===== src/rtl/mc_controller_pkg.sv =====
// Shared encodings for the multicycle MIPS control FSM: states, opcodes,
// ALU/mux select codes and the bundled control word.
package mc_controller_pkg;

  typedef enum logic [3:0] {
    S_FETCH, S_DECODE, S_MEMADR, S_MEMRD, S_MEMWB, S_MEMWR, S_RTYPEEX,
    S_RTYPEWB, S_BEQEX, S_ADDIEX, S_ORIEX, S_ANDIEX, S_IMMWB, S_JEX
  } state_t;

  localparam logic [5:0] OP_LW    = 6'b100011;
  localparam logic [5:0] OP_SW    = 6'b101011;
  localparam logic [5:0] OP_RTYPE = 6'b000000;
  localparam logic [5:0] OP_BEQ   = 6'b000100;
  localparam logic [5:0] OP_ADDI  = 6'b001000;
  localparam logic [5:0] OP_ORI   = 6'b001101;
  localparam logic [5:0] OP_ANDI  = 6'b001100;
  localparam logic [5:0] OP_J     = 6'b000010;

  localparam logic [2:0] ALUOP_ADD   = 3'b000;
  localparam logic [2:0] ALUOP_SUB   = 3'b001;
  localparam logic [2:0] ALUOP_FUNCT = 3'b010;
  localparam logic [2:0] ALUOP_OR    = 3'b011;
  localparam logic [2:0] ALUOP_AND   = 3'b100;

  localparam logic [1:0] SRCB_REGB  = 2'b00;
  localparam logic [1:0] SRCB_FOUR  = 2'b01;
  localparam logic [1:0] SRCB_IMM   = 2'b10;
  localparam logic [1:0] SRCB_IMMSH = 2'b11;

  localparam logic [1:0] PCSRC_ALU    = 2'b00;
  localparam logic [1:0] PCSRC_ALUOUT = 2'b01;
  localparam logic [1:0] PCSRC_JUMP   = 2'b10;
  localparam logic [1:0] PCSRC_REG    = 2'b11;

  typedef struct packed {
    logic       irwrite;
    logic       regwrite;
    logic       memwrite;
    logic       iord;
    logic       memtoreg;
    logic       regdst;
    logic       alusrca;
    logic       pcen;
    logic       illegal_op;
    logic [2:0] aluop;
    logic [1:0] alusrcb;
    logic [1:0] pcsrc;
  } ctrl_t;

  // DECODE dispatch; an unrecognised opcode maps back to FETCH.
  function automatic state_t decode_target(input logic [5:0] op);
    case (op)
      OP_LW, OP_SW: decode_target = S_MEMADR;
      OP_RTYPE:     decode_target = S_RTYPEEX;
      OP_BEQ:       decode_target = S_BEQEX;
      OP_ADDI:      decode_target = S_ADDIEX;
      OP_ORI:       decode_target = S_ORIEX;
      OP_ANDI:      decode_target = S_ANDIEX;
      OP_J:         decode_target = S_JEX;
      default:      decode_target = S_FETCH;
    endcase
  endfunction

endpackage


===== src/rtl/mc_controller_outdec.sv =====
// Control-word decoder: maps the current state (plus the few live flags)
// to datapath controls; write strobes are suppressed while reset is held.
module mc_outdec
  import mc_controller_pkg::*;
(
  input  state_t     i_state,
  input  logic [5:0] i_op,
  input  logic       i_jr,
  input  logic       i_zero,
  input  logic       i_mem_ready,
  input  logic       i_reset,
  output ctrl_t      o_ctrl
);

  ctrl_t w_dec;

  always_comb begin
    w_dec         = '0;
    w_dec.aluop   = ALUOP_ADD;
    w_dec.alusrcb = SRCB_REGB;
    w_dec.pcsrc   = PCSRC_ALU;
    case (i_state)
      S_FETCH: begin
        w_dec.alusrcb = SRCB_FOUR;
        w_dec.irwrite = i_mem_ready;
        w_dec.pcen    = i_mem_ready;
      end
      S_DECODE: begin
        w_dec.alusrcb    = SRCB_IMMSH;
        w_dec.illegal_op = (decode_target(i_op) == S_FETCH);
      end
      S_MEMADR: begin
        w_dec.alusrca = 1'b1;
        w_dec.alusrcb = SRCB_IMM;
      end
      S_MEMRD: w_dec.iord = 1'b1;
      S_MEMWB: begin
        w_dec.regwrite = 1'b1;
        w_dec.memtoreg = 1'b1;
      end
      S_MEMWR: begin
        w_dec.iord     = 1'b1;
        w_dec.memwrite = i_mem_ready;
      end
      S_RTYPEEX: begin
        w_dec.alusrca = 1'b1;
        w_dec.aluop   = ALUOP_FUNCT;
        if (i_jr) begin
          w_dec.pcen  = 1'b1;
          w_dec.pcsrc = PCSRC_REG;
        end
      end
      S_RTYPEWB: begin
        w_dec.regwrite = 1'b1;
        w_dec.regdst   = 1'b1;
      end
      S_BEQEX: begin
        w_dec.alusrca = 1'b1;
        w_dec.aluop   = ALUOP_SUB;
        w_dec.pcsrc   = PCSRC_ALUOUT;
        w_dec.pcen    = i_zero;
      end
      S_ADDIEX, S_ORIEX, S_ANDIEX: begin
        w_dec.alusrca = 1'b1;
        w_dec.alusrcb = SRCB_IMM;
        w_dec.aluop   = (i_state == S_ORIEX)  ? ALUOP_OR :
                        (i_state == S_ANDIEX) ? ALUOP_AND : ALUOP_ADD;
      end
      S_IMMWB: w_dec.regwrite = 1'b1;
      S_JEX: begin
        w_dec.pcsrc = PCSRC_JUMP;
        w_dec.pcen  = 1'b1;
      end
      default: ;
    endcase
  end

  always_comb begin
    o_ctrl = w_dec;
    if (i_reset) begin
      o_ctrl.irwrite    = 1'b0;
      o_ctrl.pcen       = 1'b0;
      o_ctrl.regwrite   = 1'b0;
      o_ctrl.memwrite   = 1'b0;
      o_ctrl.illegal_op = 1'b0;
    end
  end

endmodule


===== src/rtl/mc_controller.sv =====
// Multicycle MIPS main controller: state register and next-state logic,
// with the control outputs produced by the mc_outdec decoder.
module mc_controller
  import mc_controller_pkg::*;
#(
  parameter int MEM_HANDSHAKE = 1
) (
  input  logic       clk,
  input  logic       reset,
  input  logic [5:0] op,
  input  logic       jr,
  input  logic       zero,
  input  logic       mem_ready,
  output logic [2:0] aluop,
  output logic       irwrite,
  output logic       regwrite,
  output logic       memwrite,
  output logic       iord,
  output logic       memtoreg,
  output logic       regdst,
  output logic       alusrca,
  output logic       pcen,
  output logic       illegal_op,
  output logic [1:0] alusrcb,
  output logic [1:0] pcsrc,
  output logic [3:0] state_o
);

  state_t r_state;
  state_t w_next;
  logic   w_rdy;
  ctrl_t  w_ctrl;

  // With the handshake disabled every memory access completes in one cycle.
  assign w_rdy = (MEM_HANDSHAKE != 0) ? mem_ready : 1'b1;

  always_ff @(posedge clk or posedge reset) begin
    if (reset) r_state <= S_FETCH;
    else       r_state <= w_next;
  end

  always_comb begin
    w_next = r_state;
    case (r_state)
      S_FETCH:   if (w_rdy) w_next = S_DECODE;
      S_DECODE:  w_next = decode_target(op);
      S_MEMADR:  w_next = (op == OP_LW) ? S_MEMRD : S_MEMWR;
      S_MEMRD:   if (w_rdy) w_next = S_MEMWB;
      S_MEMWR:   if (w_rdy) w_next = S_FETCH;
      S_RTYPEEX: w_next = jr ? S_FETCH : S_RTYPEWB;
      S_ADDIEX, S_ORIEX, S_ANDIEX: w_next = S_IMMWB;
      default:   w_next = S_FETCH;
    endcase
  end

  mc_outdec u_outdec (
    .i_state     (r_state),
    .i_op        (op),
    .i_jr        (jr),
    .i_zero      (zero),
    .i_mem_ready (w_rdy),
    .i_reset     (reset),
    .o_ctrl      (w_ctrl)
  );

  assign aluop      = w_ctrl.aluop;
  assign irwrite    = w_ctrl.irwrite;
  assign regwrite   = w_ctrl.regwrite;
  assign memwrite   = w_ctrl.memwrite;
  assign iord       = w_ctrl.iord;
  assign memtoreg   = w_ctrl.memtoreg;
  assign regdst     = w_ctrl.regdst;
  assign alusrca    = w_ctrl.alusrca;
  assign pcen       = w_ctrl.pcen;
  assign illegal_op = w_ctrl.illegal_op;
  assign alusrcb    = w_ctrl.alusrcb;
  assign pcsrc      = w_ctrl.pcsrc;
  assign state_o    = r_state;

endmodule


===== config.mk =====
export PLATFORM = sky130hd
export DESIGN_NAME = mc_controller
export DESIGN_NICKNAME = d
export VERILOG_FILES = /design/src/rtl/mc_controller_pkg.sv /design/src/rtl/mc_controller_outdec.sv /design/src/rtl/mc_controller.sv
export SDC_FILE = /design/constraint.sdc
export NUM_CORES = 1
export LEC_CHECK = 0
export ABC_AREA = 1
export BUFFER_PORTS_ARGS = -buffer_cell sky130_fd_sc_hd__buf_2
export CORE_MARGIN = 5
export CORE_UTILIZATION = 35
export DETAILED_ROUTE_END_ITERATION = 7
export GPL_TIMING_DRIVEN = 0
export HOLD_SLACK_MARGIN = 0.15
export PLACE_DENSITY = 0.68
export SYNTH_ARGS = -nofsm -noshare
export SYNTH_HDL_FRONTEND = slang
export SYNTH_SLANG_ARGS = --single-unit

===== constraint.sdc =====
create_clock -name clk -period 1.89 [get_ports clk]
set_clock_uncertainty 0.1 [all_clocks]
set_input_delay 0.189 -clock clk [delete_from_list [all_inputs] [get_ports clk]]
set_output_delay 0.189 -clock clk [all_outputs]
set_load 0.01 [all_outputs]

## Word-level counts from Yosys, hierarchy flattened

Index checks and enable logic that the tools add are counted.

- Equality and inequality tests: 23
- Multiplexer cells: 26
- Reduce and logical (&&, ||, !) cells: 10

Operator list:

| cell | number |
|---|---|
| 4-bit case mux with 7 select lines | 2 |
| 4-bit == test (second input constant) | 6 |
| 6-bit by 4-bit == test with 1-bit output (second input constant) | 3 |
| 4-bit by 3-bit == test with 1-bit output (second input constant) | 4 |
| 4-bit two-way mux | 4 |
| 3-bit two-way mux | 5 |
| 6-bit == test (second input constant) | 2 |
| 2-bit case mux with 3 select lines | 2 |
| 1-bit two-way mux | 9 |
| 3-bit case mux with 3 select lines | 1 |
| 4-bit by 2-bit == test with 1-bit output (second input constant) | 2 |
| 4-bit zero test | 2 |
| 6-bit by 2-bit == test with 1-bit output (second input constant) | 1 |
| 6-bit by 3-bit == test with 1-bit output (second input constant) | 1 |
| 6-bit zero test | 1 |
| 2-bit inequality test (second input constant) | 3 |
| 3-bit OR reduction | 2 |
| 6-bit OR reduction | 1 |
| 4-bit by 1-bit == test with 1-bit output (second input constant) | 1 |
| 2-bit two-way mux | 2 |
| 1-bit case mux with 4 select lines | 1 |
| 2-bit OR reduction | 2 |
| 4-bit OR reduction | 1 |
| 3-bit AND reduction | 1 |

- Bits in registers: 4
- Input bits: 11
- Output and inout port bits: 20
- Word-level logic and storage cells: 60

## Logic depth before layout (Yosys ltp)

Gate-level depths: netlist of run 1.

- Word-level depth: 7
- Depth in mapped cells: 9
- Depth with buffers taken out: 9

## Hierarchy

Synthesis of run 1 repeated with hierarchy kept, for this count alone.

- Cell total of the unflattened synthesis: 134
- Area total of the unflattened synthesis: 704.4 um^2

Modules (own cells, without submodules):

| module | times used | cells each | area an instance (um^2) | seq. area each (um^2) |
|---|---|---|---|---|
| mc_controller | 1 | 79 | 444.2 | 100.1 |
| mc_outdec | 1 | 55 | 260.2 | 0.0 |

## Worst setup path before layout of run 1

No wires, ideal clock.

- Kind: reg-to-output
- From: reg r_state[0], in the netlist state_o[0]
- To: out pcen
- Data arrival time: 1.162 ns
- Data required time: 1.601 ns
- Path slack: 0.439 ns
- Stages on the path, launching flop included: 7
- Buffers on the path: 0
- Cells stage by stage: dfrtp_1 inv_1 nor2_1 nand3_1 nand2_1 nor2_1 a21oi_1

- Word-level cells in the longest chain between the ends: 3
- Elaborated cells on any way between the ends: 6
- Those cells by class: eq/ne (3); mux (2); reduce/logical (1)

Ends and longest elaborated chain:

| item | RTL line | text |
|---|---|---|
| start: declaration | mc_controller.sv:29 | `state_t r_state;` |
| start signal: assignment | mc_controller.sv:39 | `else r_state <= w_next;` |
| 4-bit == test, or another cell as far along | mc_controller_outdec.sv:22 | `case (i_state)` |
| 1-bit case mux with 4 select lines * | mc_controller_outdec.sv:22 |  |
| 2-bit two-way mux * | mc_controller_outdec.sv:80 | `if (i_reset) begin` |
| end: declaration | mc_controller.sv:22 | `output logic pcen,` |

Every way passes the cells marked *; elsewhere a longest branch is shown, timed or not.

## Worst setup path in the final report of run 1

- From: reg r_state[1], in the netlist state_o[1]
- To: out alusrcb[1]

- Word-level cells in the longest chain between the ends: 3
- Elaborated cells on any way between the ends: 8
- Those cells by class: eq/ne (5); mux (1); reduce/logical (2)

Ends and longest elaborated chain:

| item | RTL line | text |
|---|---|---|
| 4-bit by 2-bit == test with 1-bit output / 4-bit == test (equally long branches) | mc_controller_outdec.sv:22 |  |
| 4-bit OR reduction (no line) | -- |  |
| 2-bit case mux with 3 select lines * | mc_controller_outdec.sv:22 |  |
| end: declaration | mc_controller.sv:24 | `output logic [1:0] alusrcb,` |

Marks and branches as above.

==> results of run 1 <==
synth_stat cells (all sizes together):
library cell  instances
a21oi                 3
nand4                 3
nand2                34
nor3                  3
nor2                 31
dfrtp                 4
o21ai                 4
inv                  22
nand3                16
stage by stage:
| step | power [uW] | util (%) | hold WS [ns] | instance area, um2 |
|---|---|---|---|---|
| floorplan | 392 | - | -0.136 | 581 |
| global placement | 526 | 48.7 | 0.0290 | 751 |
| detailed placement | 530 | 48.7 | 0.0338 | 751 |
| CTS | 640 | 50.8 | 0.227 | 783 |
| global route | 698 | 51.1 | 0.278 | 787 |
| finish | 641 | 51.1 | 0.224 | 787 |
logic make-up (layout without fill, tap and decap cells):
kind of cell / Yosys count / in the layout
and+or+nand+nor: 87 / 87
buffers and inverters: 22 / 56
AOI/OAI and AO/OA: 7 / 7
DFF: 4 / 4
worst paths after layout:
| check | from | endpoint | cells past startpoint |
|---|---|---|---|
| hold / removal | mem_ready | state_o[2]$_DFFE_PP0P_ | 4 |
| setup reg to reg | state_o[1]$_DFFE_PP0P_ | state_o[2]$_DFFE_PP0P_ | 8 |
| hold reg to reg | state_o[3]$_DFFE_PP0P_ | state_o[1]$_DFFE_PP0P_ | 3 |
| min in group asynchronous | reset | state_o[1]$_DFFE_PP0P_ | 3 |
| max in group asynchronous | reset | state_o[0]$_DFFE_PP0P_ | 3 |
| setup / recovery | state_o[1]$_DFFE_PP0P_ | alusrcb[1] | 7 |
worst min-delay path, stage by stage:
cell and delay, ns:
buf_2 0.07, inv_1 0.08, nand3_1 0.12, nand2_1 0.06
area by class of cell:
cell class,instances,area (um2)
clock buffer,3,22.5
timing repair buffer,31,160
inverter,22,82.6
fill,167,754
tap,16,20.0
multi-input combinational,94,400
sequential,4,101
metal layers:
| layer | part of all wire (%) | vias up | track usage (%) |
|---|---|---|---|
| met4 | 1.2 | 0 | 5.11 |
| li1 | - | 444 | - |
| met3 | 8.4 | 2 | 1.18 |
| met1 | 44 | 361 | 15.7 |
| met5 | 0 | - | 0 |
| met2 | 47 | 29 | 22.7 |
power groups by stage:
stage	Combinational [uW]	Clock [uW]	Sequential (uW)
floorplan	251	0	142
global placement	386	0	140
detailed placement	389	0	141
CTS	393	107	140
global route	437	113	148
finish	391	104	145
repair_timing:
| item | 4_1_cts | 5_1_grt |
|---|---|---|
| hold buffers | 1 | 0 |
| setup endpoints to repair | 0 | 2 |
| gates resized for setup | 0 | 3 |
| endpoints found under the hold margin | 4 | 0 |
==> reports/metrics.yaml, run 1 <==
fp.dieArea_mm2: 0.00257
dpl.hpwl_um: 1430
synthXorXnorAreaFrac_pct: 0
clkLatencyLatePin_ns: 0.23
worstMarginPinSlew_ns: 0.311
critPathMaxFanout: 8
power_density_mw_per_mm2: 814
netlist_area_um2: 581
end_kind: "primary output"
comb_power_share_pct: 61.0
crit_path_start_kind: "flip-flop"
layout.cells.non_filler: 170
area_growth_pct: 35.6
ff2ff_setup_slack_ns: 0.48
preCtsSetupSlack_ns: 0.275
tritoncts.num_buffers: 3
power.switching_uw: 322
grt_overflow: 0
p_leak_uw: 0.000531
die_x_um: 50.7
root_buffer: "clkbuf_4"
core_area_mm2: 0.00154
tns_ns: 0
fin_ws_ns: 0.0798
worstHoldPathType: "in -> reg"
switching_share_pct: 50.3
drv_slew: 0
synth_cells: 120
grt_pass1_vias: 715
cp_data_arrival_time_ns: 1.52
synthesis.nets: 131
final_common_cell: "nand2_1"
p_clk_share_pct: 16.3
grt_max_degree: 9
clk_pin_slew_worst_paths_ns: 0.04
die_height_um: 50.7
place_inst: 166
cts_tree: "yes"
synth-seq-cells: 4
io_pins: 31
initial_core_util_pct: 37.7
critPathKind: "reg -> out"
synth_top_family_by_area: "simple AND/OR/NAND/NOR gates"
cts.path.max_buffers: 2
ys_seq_area_share_pct: 17.2
antenna_left: 0
hold_viol: 0
dr.first_iter.drc_count: 13
worst-path-buf-inv: 3
drc_errors: 0
largest_reg_flops: 4
synth_top_area_share_pct: 22.0
synthMuxAreaShare_pct: 0
cts_sinks: 4
grt_pass1_wl_um: 2740
yosysTopAreaCell: "nand2_1"
finalCritPeriodShare_pct: 95.8
synth_fa_ha_area_share_pct: 0
fin_crit_ns: 1.81
maxCapViolCount: 0
fp-row-count: 14
synth-simple-area-share_pct: 62.5
drt-vias-per-instance: 4.92
vias: 836
rsz0062_at_grt: "false"
crit_slowest_cell: "dfrtp_1"
cp.required_ns: 1.60
final_nets: 167
routed_wl_um: 1650
cp_top_family: "simple AND/OR/NAND/NOR gates"
yosys_warnings: 0
layout-drive-gt1-share_pct: 24.0
finalSetupViolCount: 0
gp_congestion: 0.849
port_buffers: 30
outcome: "finished clean"
layout_common_cells: "nand2_1, nor2_1, buf_2"
post_cts_buffers: 0
antenna_found_initial: 0
max_freq_mhz: 552
n_antenna_cell: 0
grtUsageTotal_pct: 12.9
cp_cell_sequence: "nor2_2 > inv_1 > nand2_1 > inv_1 > nor2_1 > nand2_1 > buf_2"
slowest_delay_ns: 0.47
p_int_uw: 318
synth.avg_cell_area_um2: 4.84
synth_cell_type_count: 11
drt_pass1_iterations: 4
routedWlPerCell_um: 9.68
pwr-share-seq_pct: 22.7
irDropWorstVdd_mv: 0.377
htree_levels: 1
synth_compound_area_share_pct: 6.03
ys_top_cells_by_area: "nand2_1, nor2_1, dfrtp_1"
maxSlewHeadroom_pct: 79.2
Power figures use the tool's default switching activity.
==> inputs of run 2 (changes only) <==
--- a/config.mk
+++ b/config.mk
@@ -5,14 +5,14 @@
 export SDC_FILE = /design/constraint.sdc
 export NUM_CORES = 1
 export LEC_CHECK = 0
-export ABC_AREA = 1
+export ABC_AREA = 0
 export BUFFER_PORTS_ARGS = -buffer_cell sky130_fd_sc_hd__buf_2
 export CORE_MARGIN = 5
 export CORE_UTILIZATION = 35
 export DETAILED_ROUTE_END_ITERATION = 7
 export GPL_TIMING_DRIVEN = 0
 export HOLD_SLACK_MARGIN = 0.15
-export PLACE_DENSITY = 0.68
+export PLACE_DENSITY = 0.67
 export SYNTH_ARGS = -nofsm -noshare
 export SYNTH_HDL_FRONTEND = slang
 export SYNTH_SLANG_ARGS = --single-unit
==> reports/metrics.yaml, run 2 <==
synth_edf_count: 0  # unchanged
min-delay-start: "op[5]"
reg2reg_depth: 4  # -4
antenna_found_initial: 0  # unchanged
violations: "setup timing"
holdWs_ns: 0.229  # +0.00492 ns
yosysTopAreaCell: "dfrtp_1"
hold_end: "state_o[1]$_DFFE_PP0P_"
ys_top_cells_by_area: "dfrtp_1, nor3_1, nor2_1"
antenna_left: 0  # unchanged
ff2ff_setup_slack_ns: 0.11  # -0.37 ns
place_inst: 140  # -16%
ys_seq_area_share_pct: 16.3  # -0.91 points
core_area_mm2: 0.00169  # +9.6%
die_height_um: 51.9  # +2.2%
synthesis.nets: 105  # -20%
finalSetupViolCount: 2  # +2
routed_wl_um: 2080  # +26%
area_growth_pct: 49.4
worst-path-buf-inv: 1  # -2
maxSlewHeadroom_pct: 78.1  # -1.1 points
max_freq_mhz: 515  # -6.8%
dpl.hpwl_um: 1510  # +5.6%
crit_slowest_cell: "dfrtp_2"
grt_use_met2_pct: 27.8  # +5.1 points
synthFlopType: "dfrtp_1"
die_x_um: 51.9  # +2.2%
critPathKind: "reg -> out"
hold_viol: 0  # unchanged
timing.rr.end: "state_o[2]$_DFFE_PP0P_"
drt-vias-per-instance: 5.75  # +17%
slowest_delay_ns: 0.45  # -0.02 ns
grtUsageTotal_pct: 16.1  # +3.2 points
grt_pass1_wl_um: 3360  # +23%
clkLatencyLatePin_ns: 0.24  # about the same
layout_common_cells: "buf_2, nor2_1, nor3_1"
end_kind: "primary output"
vias: 869  # +3.9%
grt_overflow: 0  # unchanged
synth_cell_type_count: 37  # +26
worstHoldPathType: "in -> reg"
crit_path_start_kind: "flip-flop"
rsz0062_at_grt: "true"
fp.dieArea_mm2: 0.00269  # +4.5%
root_buffer: "clkbuf_4"
worstMarginPinSlew_ns: 0.329  # +0.0181 ns
r2r_start: "state_o[0]$_DFFE_PP0P_"
synth_cells: 94  # -22%
cts_sinks: 4  # unchanged
final_common_cell: "buf_2"
clk_pin_slew_worst_paths_ns: 0.04  # about the same
port_buffers: 29  # -3.3%
drv_slew: 0  # unchanged
initial_core_util_pct: 36.3  # -1.4 points
synth.avg_cell_area_um2: 6.52  # +35%
largest_reg_flops: 4  # unchanged
gr-usage-met1_pct: 19.7  # +4.0 points
maxCapViolCount: 0  # unchanged
cp_cell_sequence: "nand2b_4 > or3_4 > nand3b_1 > a221oi_2 > buf_2"
finalCritPeriodShare_pct: 103  # +7.0 points
netlist_top_cells_count: "nor2_1, nor3_1, o21ai_0"
grt_pass1_vias: 812  # +14%
htree_levels: 1  # unchanged
cp.required_ns: 1.60  # about the same
yosys_warnings: 0  # unchanged
p_leak_uw: 0.000420  # -21%
fin_crit_ns: 1.94  # +0.133 ns
gp_congestion: 0.812  # -4.4%
fp-row-count: 15  # +1
outcome: "finished, violations left"
synthArstFlopShare_pct: 100  # unchanged
use_met3_pct: 2.58  # +1.4 points
drc_errors: 0  # unchanged
layout-drive-gt1-share_pct: 41.0  # +17 points
netlist_area_um2: 613  # +5.6%
synth-seq-cells: 4  # unchanged
fin_ws_ns: -0.0528  # -0.133 ns
cp_top_family: "simple AND/OR/NAND/NOR gates"
synth_top_area_share_pct: 16.3  # -5.7 points
cts_tree: "yes"
critPathMaxFanout: 8  # unchanged
routedWlPerCell_um: 13.7  # +42%
n_antenna_cell: 0  # unchanged
synth_most_common_cell: "nor2_1"
dr.first_iter.drc_count: 21  # +8
layout.cells.non_filler: 151  # -11%
holdPathStages: 3  # -1
final_nets: 147  # -12%
cts.path.max_buffers: 2  # unchanged
drt_pass1_iterations: 4  # unchanged
grt_max_degree: 11  # +2
cp_data_arrival_time_ns: 1.65  # +0.13 ns
irDropWorstVdd_mv: 0.452  # +20%
tritoncts.num_buffers: 3  # unchanged
io_pins: 31  # unchanged
power_density_mw_per_mm2: 878  # +7.9%
grt.busiest_layer: "met2"
[run 2: tightest hold or removal path, stage by stage]
cell and delay, ns:
buf_2 0.11, o32a_1 0.16, o31ai_1 0.07
[run 2: how the worst max path moves through the flow]
stage                                   to  depth (start not counted)  slack, ns              startpoint
floorplan                       illegal_op                          4       0.12  state_o[3]$_DFFE_PP0P_
global placement    state_o[2]$_DFFE_PP0P_                          4      -0.02  state_o[3]$_DFFE_PP0P_
detailed placement  state_o[2]$_DFFE_PP0P_                          4      -0.04  state_o[3]$_DFFE_PP0P_
CTS                             illegal_op                          5      -0.09  state_o[3]$_DFFE_PP0P_
global route                    illegal_op                          5      -0.16  state_o[0]$_DFFE_PP0P_
finish                          illegal_op                          5      -0.05  state_o[0]$_DFFE_PP0P_
[run 2: timing repair]
item                                   CTS  global route
setup endpoints to repair               10            13
pin swaps                                0             0
resized for setup                        7            13
endpoints found under the hold margin    5             0
hold buffers                             2             0
buffers inserted                         1             5
[run 2: cell families after synthesis]
kind of cell | after synthesis | synth area share [%]
buffers and inverters | 11 | 6.73
muxes | 2 | 3.47
DFF | 4 | 16.3
and+or+nand+nor | 46 | 38.6
xor gates and xnor gates | 1 | 1.43
AOI/OAI and AO/OA | 30 | 33.5
[run 2: stage by stage]
step | util [%] | setup TNS [ns] | total power [uW] | setup WS (ns) | area [um2]
2_1_floorplan | - | 0 | 456 | 0.121 | 613
3_3_place_gp | 46.1 | -0.0182 | 601 | -0.0182 | 779
3_5_place_dp | 46.1 | -0.0412 | 606 | -0.0412 | 779
4_1_cts | 50.5 | -0.128 | 752 | -0.0870 | 853
5_1_grt | 54.2 | -0.252 | 872 | -0.158 | 916
6_report | 54.2 | -0.0723 | 804 | -0.0528 | 916
[run 2: routing by layer]
| layer | routed length (um) | part of all wire [%] |
|---|---|---|
| met1 | 888 | 43 |
| met2 | 1030 | 50 |
| met3 | 158 | 7.6 |
| met4 | 0 | 0 |
| met5 | 0 | 0 |
[run 2: final cells by class]
| class | instances | area (um2) |
|---|---|---|
| Buffer | 6 | 31.3 |
| Fill cell | 176 | 773 |
| Sequential cell | 4 | 103 |
| Multi-Input combinational cell | 79 | 502 |
| Tap cell | 17 | 21.3 |
| Inverter | 5 | 26.3 |
| Timing Repair Buffer | 37 | 210 |
| Clock buffer | 3 | 22.5 |
[run 2: where the power goes]
group | internal [uW] | switching, uW | total (uW)
clock network | 71.1 | 35.5 | 107
logic | 257 | 300 | 557
registers | 107 | 33.9 | 141
==> inputs of run 3 (changes only) <==
--- a/config.mk
+++ b/config.mk
@@ -7,12 +7,14 @@
 export LEC_CHECK = 0
 export ABC_AREA = 0
 export BUFFER_PORTS_ARGS = -buffer_cell sky130_fd_sc_hd__buf_2
+export CAP_MARGIN = 20
+export CORE_ASPECT_RATIO = 1.5
 export CORE_MARGIN = 5
 export CORE_UTILIZATION = 35
 export DETAILED_ROUTE_END_ITERATION = 7
 export GPL_TIMING_DRIVEN = 0
 export HOLD_SLACK_MARGIN = 0.15
-export PLACE_DENSITY = 0.67
 export SYNTH_ARGS = -nofsm -noshare
 export SYNTH_HDL_FRONTEND = slang
+export SYNTH_HIERARCHICAL = 1
 export SYNTH_SLANG_ARGS = --single-unit
==> reports/metrics.yaml, run 3 <==
hold_end: "state_o[1]$_DFFE_PP0P_"
grtUsageTotal_pct: 14.5  # -1.5 points
multi_input_area_um2: 528  # +5.2%
regArea_um2: 103  # unchanged
outcome: "finished clean"
reg2reg_depth: 4  # unchanged
synth.avg_cell_area_um2: 6.88  # +5.5%
routedWlPerCell_um: 13.0  # -5.3%
synth_cells: 100  # +6.4%
cts_tree: "yes"
synthFlopType: "dfrtp_1"
grt_pass1_vias: 828  # +2.0%
initial_core_util_pct: 37.1  # +0.82 points
crit_slowest_cell: "or3b_4"
tritoncts.num_buffers: 3  # unchanged
final_common_cell: "buf_2"
cts_sinks: 4  # unchanged
clkLatencyLatePin_ns: 0.23  # about the same
fin_ws_ns: 0.0133  # +0.0661 ns
grt_pass1_wl_um: 3350  # -0.42%
antenna_found_initial: 0  # unchanged
place_inst: 151  # +7.9%
grt.busiest_layer: "met2"
drv_slew: 0  # unchanged
holdWs_ns: 0.261  # +0.0319 ns
critPathMaxFanout: 8  # unchanged
crit_path_start_kind: "flip-flop"
dpl.hpwl_um: 1620  # +7.1%
ys_seq_area_share_pct: 14.5  # -1.8 points
vias: 874  # +0.58%
irDropWorstVdd_mv: 0.346  # -23%
drt-vias-per-instance: 5.43  # -5.7%
hold_viol: 0  # unchanged
n_antenna_cell: 0  # unchanged
htree_levels: 1  # unchanged
core_area_mm2: 0.00185  # +9.8%
ys_top_cells_by_area: "dfrtp_1, nand2b_1, a21oi_1"
largest_reg_flops: 4  # unchanged
num-fill-cells: 200  # +14%
worstHoldPathType: "in -> reg"
timing.rr.end: "state_o[1]$_DFFE_PP0P_"
r2r_start: "state_o[0]$_DFFE_PP0P_"
root_buffer: "clkbuf_4"
port_buffers: 30  # +3.4%
layout.cells.non_filler: 161  # +6.6%
io_pins: 31  # unchanged
layout_common_cells: "buf_2, nor2_1, nand2_1, a21oi_1, nand2b_1"
netlist_top_cells_count: "nor2_1, a21oi_1, nand2_1"
netlist_area_um2: 688  # +12%
yosys_warnings: 6  # +6
gp_congestion: 0.895  # +10%
worstMarginPinSlew_ns: 0.390  # +0.0610 ns
rsz0062_at_grt: "true"
synthArstFlopShare_pct: 100  # unchanged
p_leak_uw: 0.000456  # +8.4%
finalSetupViolCount: 0  # -2
synth_edf_count: 0  # unchanged
fp-row-count: 19  # +4
maxSlewHeadroom_pct: 74.0  # -4.1 points
synth_most_common_cell: "nor2_1"
fin_crit_ns: 1.88  # -0.0661 ns
fp.dieArea_mm2: 0.00297  # +10%
grt_use_met2_pct: 27.1  # -0.76 points
maxCapViolCount: 0  # unchanged
preCtsSetupSlack_ns: -0.00680  # +0.0344 ns
yosysTopAreaCell: "dfrtp_1"
cp.required_ns: 1.60  # about the same
synth_cell_type_count: 37  # unchanged
synth_top_area_share_pct: 14.5  # -1.8 points
grt_overflow: 0  # unchanged
fin_total_pwr_uw: 629  # -22%
finalCritPeriodShare_pct: 99.3  # -3.5 points
synth-seq-cells: 4  # unchanged
gr-usage-met1_pct: 14.8  # -4.9 points
detailed_place.area_um2: 865  # +11%
area_growth_pct: 38.5
layout-drive-gt1-share_pct: 37.1  # -3.9 points
cts.path.max_buffers: 2  # unchanged
final_area_um2: 953  # +4.1%
max_freq_mhz: 533  # +3.5%
dr.first_iter.drc_count: 24  # +14%
drt_pass1_iterations: 4  # unchanged
slowest_delay_ns: 0.41  # -0.04 ns
final_nets: 153  # +4.1%
min-delay-start: "op[4]"
critPathKind: "reg -> out"
holdPathStages: 3  # unchanged
synthesis.nets: 111  # +5.7%
ff2ff_setup_slack_ns: 0.12  # about the same
power_density_mw_per_mm2: 660  # -25%
routed_wl_um: 2100  # +0.96%
use_met3_pct: 0.281  # -2.3 points
clk_pin_slew_worst_paths_ns: 0.04  # about the same
drc_errors: 0  # unchanged
end_kind: "primary output"
die_x_um: 46.2  # -11%
antenna_left: 0  # unchanged
cp_data_arrival_time_ns: 1.59  # -0.06 ns
grt_max_degree: 11  # unchanged
cp_cell_sequence: "buf_6 > or3b_4 > o22ai_4 > o2111a_1 > buf_2"
die_height_um: 64.3  # +24%
## run 3: changes by cell type after synthesis, moves of 3 or more
| cell | change |
|---|---|
| a21oi_1 | +4 |
| nor3_1 | -5 |
| nand2b_1 | +4 |
| inv_1 | +3 |
| nand2_1 | +5 |
| o211ai_1 | +3 |
| a31oi_1 | -5 |
| o21ai_0 | -3 |
## run 3: worst max-delay path by stage
stage | startpoint | end | slack (ns) | depth (start not counted)
CTS | state_o[1]$_DFFE_PP0P_ | pcen | 0.01 | 5
global placement | state_o[3]$_DFFE_PP0P_ | pcen | 0.02 | 5
finish | state_o[1]$_DFFE_PP0P_ | pcen | 0.01 | 5
detailed placement | state_o[3]$_DFFE_PP0P_ | pcen | -0.007 | 5
floorplan | state_o[3]$_DFFE_PP0P_ | pcen | 0.05 | 4
global route | state_o[1]$_DFFE_PP0P_ | pcen | -0.06 | 5
## run 3: critical path, delay by kind of cell (launching register included)
family / cells / cell delay, ns
AOI/OAI and AO/OA: 2 / 0.34
DFF: 1 / 0.35
buffers and inverters: 2 / 0.26
and+or+nand+nor: 1 / 0.41
## run 3: layout make-up
type	count	share of cell area, %
sequential	4	10.8
inverter	7	2.76
timing repair buffer	38	22.3
multi-input combinational	83	55.4
clock buffer	3	2.36
tap	21	2.76
buffer	5	3.67
## run 3: power by group
group	switching (uW)	total, uW	leakage, uW	internal, uW
clock network	29.4	100	0.0000138	70.7
logic	227	408	0.000391	181
registers	20.2	122	0.0000511	101
## run 3: repair_timing
action | CTS | global route
endpoints found under the hold margin | 4 | 0
pin swaps | 3 | 0
endpoints found under the setup margin | 2 | 2
cloned | 0 | 0
hold buffers | 1 | 0
gates resized for setup | 4 | 1
buffers inserted | 6 | 1
## run 3: metal layers
metal / vias to the layer above / wire length (um)
met2: 27 / 1150
met5: - / 0
met3: 2 / 138
li1: 452 / -
met1: 393 / 783
met4: 0 / 25
## run 3: cell families (layout without fill, tap and decap cells)
group,after synthesis,count (layout),synth area share (%)
AND/OR/NAND/NOR,49,49,39.3
multiplexers,1,1,1.45
buffers and inverters,13,53,9.82
flip-flops,4,4,14.5
AO/OA/AOI/OAI,32,32,33.6
XOR/XNOR,1,1,1.27
## run 3: stage by stage
step,util [%],TNS [ns]
3_5_place_dp,46.6,-0.00680
6_report,51.4,0
4_1_cts,50.6,0
2_1_floorplan,-,0
5_1_grt,51.4,-0.0901
3_3_place_gp,46.6,0
